[config.mk]
export PLATFORM = sky130hd
export DESIGN_NAME = detect_arbiter
export DESIGN_NICKNAME = d
export VERILOG_FILES = /design/src/rtl/detect_pkg.sv /design/src/rtl/seq_detect_123.sv /design/src/rtl/detect_arbiter.sv
export SDC_FILE = /design/constraint.sdc
export NUM_CORES = 1
export LEC_CHECK = 0
export CORE_MARGIN = 2
export CORE_UTILIZATION = 40
export CTS_CLUSTER_SIZE = 12
export DETAILED_ROUTE_END_ITERATION = 8
export HOLD_SLACK_MARGIN = 0.12
export PLACE_DENSITY = 0.65
export SLEW_MARGIN = 15
export SYNTH_ARGS = -nofsm -noshare
export SYNTH_HDL_FRONTEND = slang
export SYNTH_SLANG_ARGS = --single-unit
[constraint.sdc]
create_clock -name clk -period 5 [get_ports clk]
set_input_delay 1 -clock clk [delete_from_list [all_inputs] [get_ports clk]]
set_output_delay 1 -clock clk [all_outputs]
set_load 0.005 [all_outputs]
[src/rtl/detect_pkg.sv]
// Shared types and constants for the 1-2-3 detector arbiter slice.
package detect_pkg;

  localparam int unsigned SYM_W = 2;

  typedef enum logic [1:0] {
    IDLE,
    STREAM,
    REPORT
  } arb_state_t;

  typedef enum logic [1:0] {
    D0,
    D1,
    D12
  } det_state_t;

  localparam logic [SYM_W-1:0] PAT0 = 2'd1;
  localparam logic [SYM_W-1:0] PAT1 = 2'd2;
  localparam logic [SYM_W-1:0] PAT2 = 2'd3;

endpackage

[src/rtl/seq_detect_123.sv]
// Mealy detector for the symbol sequence 1,2,3. Holds only its state;
// match is combinational on the current state and the enabled symbol.
module seq_detect_123
  import detect_pkg::*;
(
  input  logic             clk,
  input  logic             rst_n,
  input  logic             clr,
  input  logic             en,
  input  logic [SYM_W-1:0] sym,
  output logic             match
);

  det_state_t state, state_nxt;

  // Next-state and match decode.
  always_comb begin
    state_nxt = state;
    match     = 1'b0;
    if (clr) begin
      state_nxt = D0;
    end else if (en) begin
      case (state)
        D0:  state_nxt = (sym == PAT0) ? D1 : D0;
        D1: begin
          if (sym == PAT0)      state_nxt = D1;
          else if (sym == PAT1) state_nxt = D12;
          else                  state_nxt = D0;
        end
        D12: begin
          if (sym == PAT2) begin
            match     = 1'b1;
            state_nxt = D0;
          end else if (sym == PAT0) begin
            state_nxt = D1;
          end else begin
            state_nxt = D0;
          end
        end
        default: state_nxt = D0;
      endcase
    end
  end

  // Detector state register.
  always_ff @(posedge clk or negedge rst_n) begin
    if (!rst_n) state <= D0;
    else        state <= state_nxt;
  end

endmodule

[src/rtl/detect_arbiter.sv]
// Arbitrates two symbol sources onto one 1-2-3 detector, one packet per
// grant, and returns a per-packet match count through a valid/ready port.
module detect_arbiter
  import detect_pkg::*;
#(
  parameter int unsigned CNT_W = 4
) (
  input  logic             clk,
  input  logic             rst_n,
  input  logic [1:0]       req_valid,
  input  logic [SYM_W-1:0] req_sym0,
  input  logic [SYM_W-1:0] req_sym1,
  input  logic [1:0]       req_last,
  output logic [1:0]       req_ready,
  output logic             res_valid,
  output logic             res_src,
  output logic [CNT_W-1:0] res_count,
  input  logic             res_ready,
  output logic             busy
);

  arb_state_t       state;
  logic             prio;
  logic             g;
  logic [CNT_W-1:0] count;

  logic             gsel;
  logic [SYM_W-1:0] sym_sel;
  logic             accept;
  logic             last_acc;
  logic             det_clr;
  logic             match;
  logic [CNT_W-1:0] count_nxt;

  // Grant selection, symbol mux, accept qualification and saturating count.
  always_comb begin
    gsel      = (req_valid == 2'b11) ? prio : req_valid[1];
    sym_sel   = g ? req_sym1 : req_sym0;
    accept    = (state == STREAM) && req_valid[g] && req_ready[g];
    last_acc  = accept && req_last[g];
    det_clr   = (state == IDLE) && (|req_valid);
    count_nxt = count;
    if (accept && match && (count != '1)) count_nxt = count + 1'b1;
  end

  seq_detect_123 u_det (
    .clk   (clk),
    .rst_n (rst_n),
    .clr   (det_clr),
    .en    (accept),
    .sym   (sym_sel),
    .match (match)
  );

  // Arbitration FSM with registered handshake and result outputs.
  always_ff @(posedge clk or negedge rst_n) begin
    if (!rst_n) begin
      state     <= IDLE;
      prio      <= 1'b0;
      g         <= 1'b0;
      count     <= '0;
      req_ready <= '0;
      res_valid <= 1'b0;
      res_src   <= 1'b0;
      res_count <= '0;
      busy      <= 1'b0;
    end else begin
      case (state)
        IDLE: begin
          if (|req_valid) begin
            g         <= gsel;
            count     <= '0;
            req_ready <= gsel ? 2'b10 : 2'b01;
            busy      <= 1'b1;
            state     <= STREAM;
          end
        end
        STREAM: begin
          count <= count_nxt;
          if (last_acc) begin
            req_ready <= '0;
            res_valid <= 1'b1;
            res_src   <= g;
            res_count <= count_nxt;
            state     <= REPORT;
          end
        end
        REPORT: begin
          if (res_ready) begin
            res_valid <= 1'b0;
            busy      <= 1'b0;
            prio      <= ~g;
            state     <= IDLE;
          end
        end
        default: state <= IDLE;
      endcase
    end
  end

endmodule

==> impl_results.md <==
* Worst R2R Start: state[1]$_DFFE_PN0P_
* Avg Vias per Cell at 5.18
* First-pass GRT wire length at 3200 um
* Setup ws final at 2.31 ns
* Grt met2 use at 23.5%
* Worst Setup Path Type: in -> reg
* Core Box Area at 0.00223 mm2
* Share of cells above drive strength 1 at 10.5%
* # diodes at 0
* Worst min path class: reg -> reg
* Die Y at 53.0 um
* Fin crit share at 53.7%
* Total CTS buffers at 3
* Total track usage at 15.8%
* Final weighted congestion in routability-driven placement at 0.778
* RSZ-0062 raised after global routing: no
* M1 GR Usage at 20.9%
* Core Rows at 17
* Largest delay share family, worst path: simple AND/OR/NAND/NOR gates
* Sequential cell area fraction in the yosys report at 49.6%
* Worst Setup End Kind: flop
* Peak supply drop at 295 uV
* Avg Cell Area, Syn at 10.2 um2
* Worst path required time at 5.18 ns
* Pin count of the biggest net entering global routing at 20
* Post-CTS Hold Buffers at 0
* Slowest stage delay, CP at 0.55 ns
* Die area at 0.00280 mm2
* Initial Util at 42.9%
* Yosys reg bits at 19
* Clk root buf: clkbuf_4
* Cells along the critical path: clkdlybuf4s50_1, a21boi_1, or3_1, nor3_2, mux2i_1, o21ai_1
* DR pass1 iterations at 3
* Min-delay src: res_count[3]$_DFFE_PN0P_
* Final setup vio count at 0
* GR peak layer: met2
* Detailed Place HPWL at 1390 um
* Die width at 53.0 um
* Fillers at 208
* Final wirelength at 1800 um
* Clock-pin slew of the registers on the worst-case setup and hold paths at 0.11 ns
* Prevailing post-synth register cell: dfrtp_1
* Clk_lat worst skew at 0.30 ns
* Share of the synthesized area in the top cell type at 49.6%
* Synth warn at 0
* Synth area leader: dfrtp_1
* CTS resizes at 0
* Clock skew at 0.00592 ns
* Setup Fix Bufs, Post-CTS at 0
* I/O Buffers at 19
* GRT overflow at 0
* Slew HR at 43.7%
* DRT iter0 DRCs at 9
* Routed Antenna Nets at 0
* Antenna violations before repair at 0
* Synth Instances at 94
* Pre-CTS setup slack at 2.01 ns
* Cell area after synthesis at 958 um2
* Syn_nets at 106
* Sinks on Clock Net at 19
* Slew @ Worst Pin at 0.842 ns
* Number of global-route vias before repair at 758
* Residual DRC at 0
* CTS max path bufs at 2
* Crit-path slowest cell: clkdlybuf4s50_1
* Met3 Usage GRT at 4.52%
* Pwr Density at 445 mW/mm2
* Setup crit start: req_valid[1]
* Setup TNS at 0 ns
* Async set or reset register ratio after synthesis at 100%
* Synth top area cells: dfrtp_1 50%, nand2_1 5.9%, nor4_4 4.4%
* Nets at 127
* Pleak at 0.000489 uW
* Max Slew Vio Count at 0
* H-tree depth at 1
* CTS tree: done
* Library cells used by synthesis at 27
* Startpoint Class: input port
* Post-synth EDFFs at 0
* Critical Path AT at 2.87 ns
* Vias at 735
* Layout area overhead at 23.6%
* Wirelength per Cell at 12.7 um
* I/O Pins at 20
* Fmax at 372 MHz
* Min cycle time layout at 2.69 ns
* Final hold vios at 0
* Status: finished clean
* Maximum fanout along the worst path at 7
* Max-Cap Viols at 0
* WP buf/inv at 1
==> cell usage after synthesis (2+ instances only) <==
master    instances
nor3_1            3
mux2_2            3
nand2b_1          2
buf_6             2
nand3_1           3
a21oi_1           8
nor4_4            2
nand3b_1          2
nand2_1          15
xnor2_1           3
o21ai_1           7
nor2_1            7
dfrtp_1          19
mux2i_1           3
inv_1             2
o21ai_0           2
==> final timing paths <==
path / to / slack, ns / cells after the start
min in group asynchronous: count[1]$_DFFE_PN0P_ / 1.17 / 1
min: res_count[3]$_DFFE_PN0P_ / 0.49 / 2
max: res_count[1]$_DFFE_PN0P_ / 2.31 / 6
max in group asynchronous: u_det.state[0]$_DFFE_PN0P_ / 3.31 / 1
max reg2reg: res_count[1]$_DFFE_PN0P_ / 2.93 / 5
min reg2reg: res_count[3]$_DFFE_PN0P_ / 0.49 / 2
==> stage by stage <==
step	util [%]	hold WS, ns	power [uW]	cell area, um2	cells
floorplan	-	0.450	389	958	94
global placement	51.8	0.461	450	1160	138
detailed placement	51.8	0.468	454	1160	138
CTS	53.1	0.497	532	1180	142
global route	53.1	0.515	568	1180	142
finish	53.1	0.491	527	1180	142
==> cell families (layout without fill, tap and decap cells) <==
logic type,count (synthesis),count (layout),share of synthesized area [%]
fa+ha+maj,1,1,1.31
simple gates,38,38,22.2
buf+inv,5,25,3.52
flops,19,19,49.6
xor+xnor,3,3,2.74
mux,6,6,6.66
compound gates,22,22,14.0
==> routing by layer <==
layer | vias up | wire length (um)
li1 | 375 | -
met1 | 342 | 878
met2 | 14 | 805
met3 | 4 | 89
met4 | 0 | 31
met5 | - | 0
==> state kept, by name (all words and copies together), names as in the netlist <==
signal,cells
prio,1
state,2
busy,1
res_src,1
res_valid,1
req_ready,2
res_count,4
count,4
u_det.state,2
g,1
==> final cells by class <==
class / instances / area (um2) / area share [%]
multi-input cells: 70 / 449 / 37.9
clock buffers: 3 / 22.5 / 1.90
flip-flops and latches: 19 / 475 / 40.1
clock inverters: 1 / 5.00 / 0.422
inverters: 2 / 7.51 / 0.634
repair buffers: 19 / 190 / 16.1
well taps: 28 / 35.0 / 2.96
==> power breakdown <==
part	switching (uW)	internal (uW)
Combinational	116	101
Sequential	42.7	191
Clock	46.9	29.8
==> layout by cell type (no fill, tap or decap) <==
master and count:
a31o_2 1, nor4_4 2, clkbuf_4 3, clkinv_2 1, or3_1 1, nand2b_1 2, mux2_2 3, ha_1 1
a21o_1 1, nand3_1 3, inv_1 2, and3_1 1, a21oi_1 8, o21ai_1 7, o311ai_2 1, xnor2_1 3
dfrtp_1 19, mux2i_1 3, nand2_1 15, a21boi_1 1, a2111oi_0 1, or2b_1 1, nor2_1 7, o21ai_0 2
nand3b_1 2, nor3_1 3, clkdlybuf4s50_1 19, nor3_2 1
==> worst register-to-register path: stages, from the launching register on <==
cell	delay, ns
dfrtp_1	0.45
nand2b_1	0.30
or3_1	0.53
nor3_2	0.31
mux2i_1	0.28
o21ai_1	0.08
(Power assumes the default switching activity.)
